[config.mk]
export PLATFORM = sky130hd
export DESIGN_NAME = echo_tof_detector
export DESIGN_NICKNAME = d
export VERILOG_FILES = /design/src/rtl/echo_tof_detector.sv
export SDC_FILE = /design/constraint.sdc
export NUM_CORES = 1
export LEC_CHECK = 0
export CORE_MARGIN = 2
export CORE_UTILIZATION = 25
export CTS_CLUSTER_SIZE = 14
export DETAILED_ROUTE_END_ITERATION = 8
export HOLD_SLACK_MARGIN = 0.15
export SLEW_MARGIN = 40
export SYNTH_ARGS = -nofsm -noshare
export SYNTH_HDL_FRONTEND = slang
export SYNTH_SLANG_ARGS = --single-unit
[constraint.sdc]
create_clock -name SYS_CLK -period 5.8 [get_ports SYS_CLK]
set_clock_uncertainty 0.1 [all_clocks]
set_input_delay 0.87 -clock SYS_CLK [delete_from_list [all_inputs] [get_ports SYS_CLK]]
set_output_delay 0.87 -clock SYS_CLK [all_outputs]
set_load 0.01 [all_outputs]
[src/rtl/echo_tof_detector.sv]
// echo_tof_detector: drains one receiver channel FIFO, rectifies samples about
// mid-scale, finds the first qualified echo after a blanking window and reports
// its time-of-flight (sample index) and peak magnitude once per transmit burst.
// Optional feature: define ECHO_AVG_EN to qualify hits on a 4-sample moving
// average of the magnitude instead of the raw magnitude. Peak always uses raw.
module echo_tof_detector #(
  parameter int          COUNT_BITS    = 16,
  parameter logic [15:0] MIDSCALE      = 16'h8000,
  parameter int          BLANK_SAMPLES = 64,
  parameter int          HOLD_SAMPLES  = 3,
  parameter int          PEAK_WINDOW   = 32,
  parameter int          MAX_SAMPLES   = 4000
) (
  input  logic                  SYS_CLK,
  input  logic                  RST,
  input  logic                  ON,
  input  logic                  TX_START,
  input  logic                  CHANNEL_EMPTY,
  input  logic [15:0]           CHANNEL_DATA,
  output logic                  READ_REQ,
  input  logic [15:0]           THRESHOLD,
  output logic                  ECHO_VALID,
  output logic [COUNT_BITS-1:0] ECHO_TOF,
  output logic [15:0]           ECHO_PEAK,
  output logic                  TIMEOUT
);

  localparam int DATA_W = 16;
  localparam logic [COUNT_BITS-1:0] BLANK_C = COUNT_BITS'(BLANK_SAMPLES);
  localparam logic [COUNT_BITS-1:0] MAX_C   = COUNT_BITS'(MAX_SAMPLES);
  localparam logic [15:0]           HOLD_C  = 16'(HOLD_SAMPLES);
  localparam logic [15:0]           WIN_C   = 16'(PEAK_WINDOW);

  typedef enum logic [2:0] {IDLE, BLANK, SEARCH, PEAK, DONE} state_t;

  // Distance of a sample from the ADC zero-signal code. The 17-bit signed
  // difference keeps the full-scale negative case (x = 0) representable.
  function automatic logic [DATA_W-1:0] rectify(input logic [DATA_W-1:0] x);
    logic signed [DATA_W:0] diff;
    logic signed [DATA_W:0] neg;
    diff = $signed({1'b0, x}) - $signed({1'b0, MIDSCALE});
    neg  = -diff;
    return diff[DATA_W] ? neg[DATA_W-1:0] : diff[DATA_W-1:0];
  endfunction

  // Sample index stops at all-ones rather than wrapping.
  function automatic logic [COUNT_BITS-1:0] sat_inc(input logic [COUNT_BITS-1:0] v);
    return (&v) ? v : v + COUNT_BITS'(1);
  endfunction

  function automatic logic [DATA_W-1:0] umax(input logic [DATA_W-1:0] a,
                                             input logic [DATA_W-1:0] b);
    return (a > b) ? a : b;
  endfunction

  state_t                  state;
  logic                    vld_p0;     // read issued last cycle: CHANNEL_DATA holds it now
  logic [COUNT_BITS-1:0]   idx;
  logic [COUNT_BITS-1:0]   cand_tof;
  logic [15:0]             run_cnt;
  logic [15:0]             win_cnt;
  logic [DATA_W-1:0]       peak;

  logic                    cap;
  logic [DATA_W-1:0]       mag;
  logic [DATA_W-1:0]       eval_mag;
  logic                    hit;
  logic [COUNT_BITS-1:0]   idx_nx;
  logic [COUNT_BITS-1:0]   run_tof;
  logic [15:0]             run_nx;
  logic [15:0]             win_nx;
  logic [DATA_W-1:0]       run_pk;
  logic [DATA_W-1:0]       win_pk;
  logic                    run_done;
  logic                    at_max;

  // A new read is never issued while one is in flight, nor in a TX_START
  // cycle, so the only sample that can straddle a restart is the one already
  // on the bus; that one is dropped by gating cap.
  assign READ_REQ = !RST && ON && !TX_START && (state != IDLE) &&
                    !CHANNEL_EMPTY && !vld_p0;
  assign cap      = vld_p0 && ON && !TX_START;
  assign mag      = rectify(CHANNEL_DATA);

`ifdef ECHO_AVG_EN
  logic [DATA_W-1:0] hist_p1 [3];
  logic [DATA_W+1:0] avg_sum;

  assign avg_sum  = {2'b00, mag} + {2'b00, hist_p1[0]} +
                    {2'b00, hist_p1[1]} + {2'b00, hist_p1[2]};
  assign eval_mag = avg_sum[DATA_W+1:2];

  // Magnitude history of evaluated samples; each frame starts from zeros.
  always_ff @(posedge SYS_CLK) begin
    if (ON && TX_START) begin
      hist_p1[0] <= '0;
      hist_p1[1] <= '0;
      hist_p1[2] <= '0;
    end else if (cap && state == SEARCH) begin
      hist_p1[2] <= hist_p1[1];
      hist_p1[1] <= hist_p1[0];
      hist_p1[0] <= mag;
    end
  end
`else
  assign eval_mag = mag;
`endif

  assign hit      = eval_mag > THRESHOLD;
  assign idx_nx   = sat_inc(idx);
  assign run_nx   = run_cnt + 16'd1;
  assign win_nx   = win_cnt + 16'd1;
  assign run_tof  = (run_cnt == 16'd0) ? idx : cand_tof;
  assign run_pk   = (run_cnt == 16'd0) ? mag : umax(peak, mag);
  assign win_pk   = umax(peak, mag);
  assign run_done = hit && (run_nx == HOLD_C);
  assign at_max   = (idx_nx == MAX_C);

  // Frame FSM: read handshake, sample indexing, detection and result pulses.
  always_ff @(posedge SYS_CLK) begin
    if (RST) begin
      state      <= IDLE;
      vld_p0     <= 1'b0;
      idx        <= '0;
      run_cnt    <= '0;
      win_cnt    <= '0;
      ECHO_VALID <= 1'b0;
      TIMEOUT    <= 1'b0;
      ECHO_TOF   <= '0;
      ECHO_PEAK  <= '0;
    end else begin
      ECHO_VALID <= 1'b0;
      TIMEOUT    <= 1'b0;
      vld_p0     <= READ_REQ;
      if (!ON) begin
        state  <= IDLE;
        vld_p0 <= 1'b0;
      end else if (TX_START) begin
        state   <= BLANK;
        idx     <= '0;
        run_cnt <= '0;
        win_cnt <= '0;
        peak    <= '0;
      end else begin
        case (state)
          IDLE: ;
          BLANK: begin
            if (cap) begin
              idx <= idx_nx;
              if (idx_nx == BLANK_C) state <= SEARCH;
            end else if (idx == BLANK_C) begin
              state <= SEARCH;
            end
          end
          SEARCH: begin
            if (cap) begin
              idx <= idx_nx;
              if (hit) begin
                run_cnt  <= run_nx;
                peak     <= run_pk;
                cand_tof <= run_tof;
              end else begin
                run_cnt <= '0;
              end
              // A completing run wins over the timeout on the same sample.
              if (run_done) begin
                run_cnt <= '0;
                win_cnt <= '0;
                if (PEAK_WINDOW == 0) begin
                  state      <= DONE;
                  ECHO_VALID <= 1'b1;
                  ECHO_TOF   <= run_tof;
                  ECHO_PEAK  <= run_pk;
                end else begin
                  state <= PEAK;
                end
              end else if (at_max) begin
                state   <= DONE;
                TIMEOUT <= 1'b1;
              end
            end
          end
          PEAK: begin
            if (cap) begin
              idx     <= idx_nx;
              peak    <= win_pk;
              win_cnt <= win_nx;
              if (win_nx == WIN_C) begin
                state      <= DONE;
                ECHO_VALID <= 1'b1;
                ECHO_TOF   <= cand_tof;
                ECHO_PEAK  <= win_pk;
              end
            end
          end
          DONE: begin
            // Keep draining so the channel is empty for the next burst.
            if (cap) idx <= idx_nx;
          end
          default: state <= IDLE;
        endcase
      end
    end
  end

endmodule
Word level (Yosys, flattened, before mapping)
Index checks and enable logic that the tools add are counted.

word-level totals
  bits in registers = 118
  output and inout bits = 35
  logic and storage cells = 117
  input port bits = 37

operators by class
  multiplexer cells = 33
  add/subtract/negate cells = 5
  bitwise gates (word level) = 7
  reductions and logical operators = 34
  order comparisons = 2
  equality and inequality tests = 24

operators by type and width
  operator                                                                count
  16-bit two-way mux                                                      19
  16-bit case mux with 2 select lines                                     2
  16-bit by 1-bit adder with 16-bit output (second input constant)        3
  16-bit by 7-bit == test with 1-bit output (second input constant)       2
  16-bit > comparator                                                     2
  3-bit two-way mux                                                       8
  3-bit inequality test (second input constant)                           8
  7-bit AND reduction                                                     3
  16-bit by 16-bit subtractor with 17-bit output (second input constant)  1
  16-bit by 12-bit == test with 1-bit output (second input constant)      1
  16-bit by 2-bit == test with 1-bit output (second input constant)       1
  16-bit by 6-bit == test with 1-bit output (second input constant)       1
  16-bit logical NOT                                                      1
  16-bit negation                                                         1
  16-bit AND reduction                                                    1
  4-bit inequality test (second input constant)                           3
  3-bit case mux with 4 select lines                                      1
  5-bit AND reduction                                                     2
  1-bit logical AND                                                       8
  1-bit inverter                                                          7
  3-bit by 2-bit == test with 1-bit output (second input constant)        2
  2-bit inequality test (second input constant)                           3
  3-bit AND reduction                                                     2
  6-bit AND reduction                                                     1
  other kinds (13)                                                        22

Longest topological paths before layout
  word-level depth = 9
  gate-level depth with buffers = 17
  depth with buffers taken out = 16

Worst setup path before layout
Ideal clock, no wire load.

  path kind = input port to flip-flop
  from = input port CHANNEL_DATA[5]
  to = register cand_tof[0], enable pin
  required time = 5.291 ns
  library setup time = 0.409 ns
  arrival = 4.341 ns
  buffers on the path = 0
  setup slack = 0.949 ns
  stages on the path = 13
  path through = nor4_4 -> nand2_1 -> nor3_1 -> a21oi_1 -> xor2_1 -> ha_1 -> and4_1 -> nand2_1 -> a211o_1 -> o41ai_1 -> a211o_1 -> nand2_1 -> nor3_1

on the way
  longest elaborated chain between the ends = 5

RTL lines
  element                                           RTL line  source
  start: declaration                                19        input logic [15:0] CHANNEL_DATA,
  16-bit by 16-bit subtractor with 17-bit output *  41        diff = $signed({1'b0, x}) - $signed({1'b0, MIDSCALE});
  16-bit negation                                   42        neg = -diff;
  16-bit two-way mux *                              43        return diff[DATA_W] ? neg[DATA_W-1:0] : diff[DATA_W-1:0];
  16-bit > comparator *                             109       assign hit = eval_mag > THRESHOLD;
  7-bit AND reduction (no line) *                   --
  end signal: assignment                            161       cand_tof <= run_tof;
  end: declaration                                  59        logic [COUNT_BITS-1:0] cand_tof;

Mark *: on every way between the ends. The rest lies on a longest branch, timed or not.
A chain may end at the register's enable or synchronous reset.

Worst setup path after layout
  from = input port CHANNEL_DATA[0]
  to = register ECHO_PEAK[8]

on the way
  longest elaborated chain between the ends = 5

RTL lines
  element                                           RTL line  source
  16-bit by 16-bit subtractor with 17-bit output *  41
  16-bit negation                                   42
  16-bit two-way mux *                              43
  16-bit > comparator                               53        return (a > b) ? a : b;
  16-bit two-way mux *                              53
  end signal: assignment                            173       ECHO_PEAK <= run_pk;
  end signal: assignment                            192       ECHO_PEAK <= win_pk;
  end: declaration                                  24        output logic [15:0] ECHO_PEAK,

Marked as above.

==> impl_metrics.json <==
{
  "die_w_um": 179,
  "crit_required_ns": 6.02,
  "arrival_ns": 5.09,
  "diodes": 0,
  "synth_seq_cells": 118,
  "min_from": "ECHO_TOF[8]",
  "core-area_sq_um": 29800,
  "syn_to_final_growth_pct": 22.0,
  "post-route-drc-count": 0,
  "fmax_mhz": 205,
  "antenna_found_initial": 0,
  "ys_warn_count": 0,
  "final_antenna_net_count": 0,
  "p_clk_frac": 0.511,
  "die_area_sq_um": 31900,
  "reg2reg_from": "win_cnt[3]",
  "hold_depth": 2,
  "intPower_mw": 1.67,
  "grt_pass1_wl_mm": 33.9,
  "synth_edf_count": 32,
  "portBuffers": 71,
  "wl_mm": 21.0,
  "track_usage": 0.132,
  "timing.rr.end": "state[2]",
  "holdPathEnd": "ECHO_TOF[8]",
  "grt_overflow": 0,
  "mappedNetlistArea_sq_um": 7620,
  "cts-resized-gates": 0,
  "holdBufCountCts": 0,
  "firstDrtPassIters": 5,
  "multi_input_area_sq_um": 4510,
  "design.portCount": 72,
  "cts-root-buf": "clkbuf_16",
  "seq_area_sq_um": 2680,
  "cts_setup_buffers": 0,
  "ys_seq_area_frac": 0.352,
  "fill_cells": 3129,
  "rrSetupSlack_ns": 2.18,
  "insertion_delay_ns": 0.41,
  "clkSinkCount": 118,
  "syn_inst": 948,
  "slew_viol_final": 0,
  "grt_start_max_net_pins": 83,
  "finalCritPeriodShare": 0.840,
  "cts_htree_levels": 4,
  "worst_slew_pin_slew_ns": 0.715,
  "drt_iter0_markers": 497,
  "worst_hold_slack_ns": 0.349,
  "hpwlAfterDp_mm": 15.0,
  "routedWlPerCell_um": 15.1,
  "finalHoldViolCount": 0,
  "p_switching_uw": 504,
  "p_comb_frac": 0.095,
  "die_h_um": 179,
  "cp-start-kind": "input port",
  "clk_pin_slew_ns": 0.05,
  "synth_ff_type": "dfxtp_1",
  "tritoncts": "built",
  "crit_path_end_kind": "flip-flop",
  "setup_viol": 0,
  "critPathKind": "input port to flip-flop",
  "maxCapViolCount": 0,
  "via_count": 7048,
  "final.setup.tns_ns": 0,
  "initial_core_util": 0.256,
  "cts_made_buffers": 17,
  "status": "complete, no violations",
  "clock_path_buffers": 2,
  "max_slew_margin": 0.524,
  "vdd.ir_drop.worst_v": 0.000143,
  "first_global_vias": 6472,
  "yosys.cell_types.count": 72,
  "p_sw_frac": 0.232,
  "synthArstFlopShare": 0,
  "p_leak_nw": 3.31,
  "crit_start": "CHANNEL_DATA[0]",
  "min_period_ns": 4.87,
  "gp_congestion": 0.851,
  "p_per_area_nw_per_um2": 233,
  "synth_area_per_cell_sq_um": 8.04,
  "hp-class": "flip-flop to flip-flop",
  "rows": 63,
  "drive_gt1_frac": 0.0759,
  "rr_worst_depth": 9,
  "path_max_fanout": 8,
  "seq_power_share": 0.394,
  "viasPerCell": 5.07,
  "rsz0062_at_grt": "false",
  "syn-num-nets": 1020,
  "fin_nets": 1060
}
how the worst max path moves through the flow:
stage                     cells past startpoint             to  slack, ns
after global placement                       16     run_cnt[3]       0.69
after floorplan                              13    cand_tof[0]       0.95
after global routing                         17  ECHO_PEAK[15]       0.53
final                                        18   ECHO_PEAK[8]       0.93
after CTS                                    18   ECHO_PEAK[8]       0.96
after detailed placement                     18  ECHO_PEAK[15]       0.51
Yosys cell counts, drive strengths merged (9+ instances only):
library cell | instances | area [sq um]
edfxtp | 32 | 961
mux2i | 10 | 100
a21oi | 91 | 459
or3 | 16 | 100
nor2 | 106 | 398
inv | 44 | 165
buf | 17 | 108
dfxtp | 86 | 1720
nand4 | 19 | 149
o21ai | 37 | 185
xor2 | 14 | 123
clkbuf | 47 | 176
and3 | 16 | 100
nor3 | 47 | 240
a211oi | 24 | 180
o31ai | 12 | 90.1
nand2 | 89 | 334
nand3b | 14 | 105
a31oi | 9 | 56.3
nor2b | 10 | 62.6
xnor2 | 14 | 123
ha | 35 | 438
nand3 | 29 | 155
nor4 | 23 | 193
metrics by stage:
stage	cell area [sq um]	power (mW)	std cells	setup WS (ns)	util
final	9300	2.17	1391	0.927	0.312
after global routing	9300	2.25	1391	0.526	0.312
after CTS	9290	2.19	1391	0.961	0.312
after detailed placement	8670	1.08	1359	0.505	0.291
after global placement	8670	1.07	1359	0.686	0.291
after floorplan	7620	0.998	948	0.949	-
critical path, cell delays in order:
cell             delay [ns]
clkdlybuf4s50_1        0.63
inv_1                  0.11
ha_1                   0.29
and2_1                 0.23
nor2_1                 0.13
xor2_1                 0.27
inv_1                  0.11
ha_1                   0.30
nand3_1                0.08
or2_2                  0.29
a21oi_1                0.18
o21ai_0                0.13
a221oi_1               0.42
a311o_1                0.26
and2_1                 0.35
buf_12                 0.16
nor2_1                 0.04
o31ai_1                0.23
cell families (layout without fill, tap and decap cells):
group | after synthesis | after routing | share of synthesized area
flops | 118 | 118 | 0.352
compound gates | 229 | 229 | 0.189
simple gates | 416 | 416 | 0.288
mux | 12 | 12 | 0.0161
fa+ha+maj | 35 | 35 | 0.0575
xor+xnor | 30 | 30 | 0.0381
buf+inv | 108 | 161 | 0.0589
metal layers:
metal  vias to the layer above  global-route usage  routed length (um)
met5                         -                   0                   0
met4                         0              0.0390                 274
met3                        23              0.0269                1050
met2                       189               0.211                9640
met1                      3302               0.179               10000
li1                       3534                   -                   -
registers in the layout, indices dropped and copies added, names as in the netlist:
register / count
cand_tof: 16
run_cnt: 16
ECHO_VALID: 1
TIMEOUT: 1
vld_p0: 1
ECHO_TOF: 16
ECHO_PEAK: 16
peak: 16
idx: 16
state: 3
win_cnt: 16
layout by cell type (no fill, tap or decap), types with 8 or more instances in the layout:
master / instances
inv_1: 44
nand4_1: 17
mux2i_1: 10
clkdlybuf4s50_1: 70
clkbuf_16: 17
edfxtp_1: 32
ha_1: 35
xnor2_1: 14
buf_4: 12
nand2_1: 89
a31oi_1: 9
or3_1: 16
a21oi_1: 90
nor3_1: 45
o21ai_0: 34
a211oi_1: 24
dfxtp_1: 86
nor4_1: 18
nor2_1: 106
nand3b_1: 14
and3_1: 16
nand3_1: 27
o31ai_1: 12
xor2_1: 14
nand2b_1: 8
o21bai_1: 8
nor2b_1: 10
cell type report:
class,count,share of cell area
multi-input combinational,722,0.485
clock inverter,12,0.0191
clock buffer,20,0.0481
timing repair buffer,85,0.0890
tap,390,0.0525
sequential,118,0.289
inverter,44,0.0178
power groups by stage:
stage,Sequential (mW),Clock (mW),Combinational (mW)
floorplan,0.870,0,0.129
global placement,0.871,0,0.201
detailed placement,0.872,0,0.204
CTS,0.854,1.13,0.205
global route,0.854,1.17,0.229
finish,0.854,1.11,0.206
No activity file was read; power rests on OpenSTA's default activity.
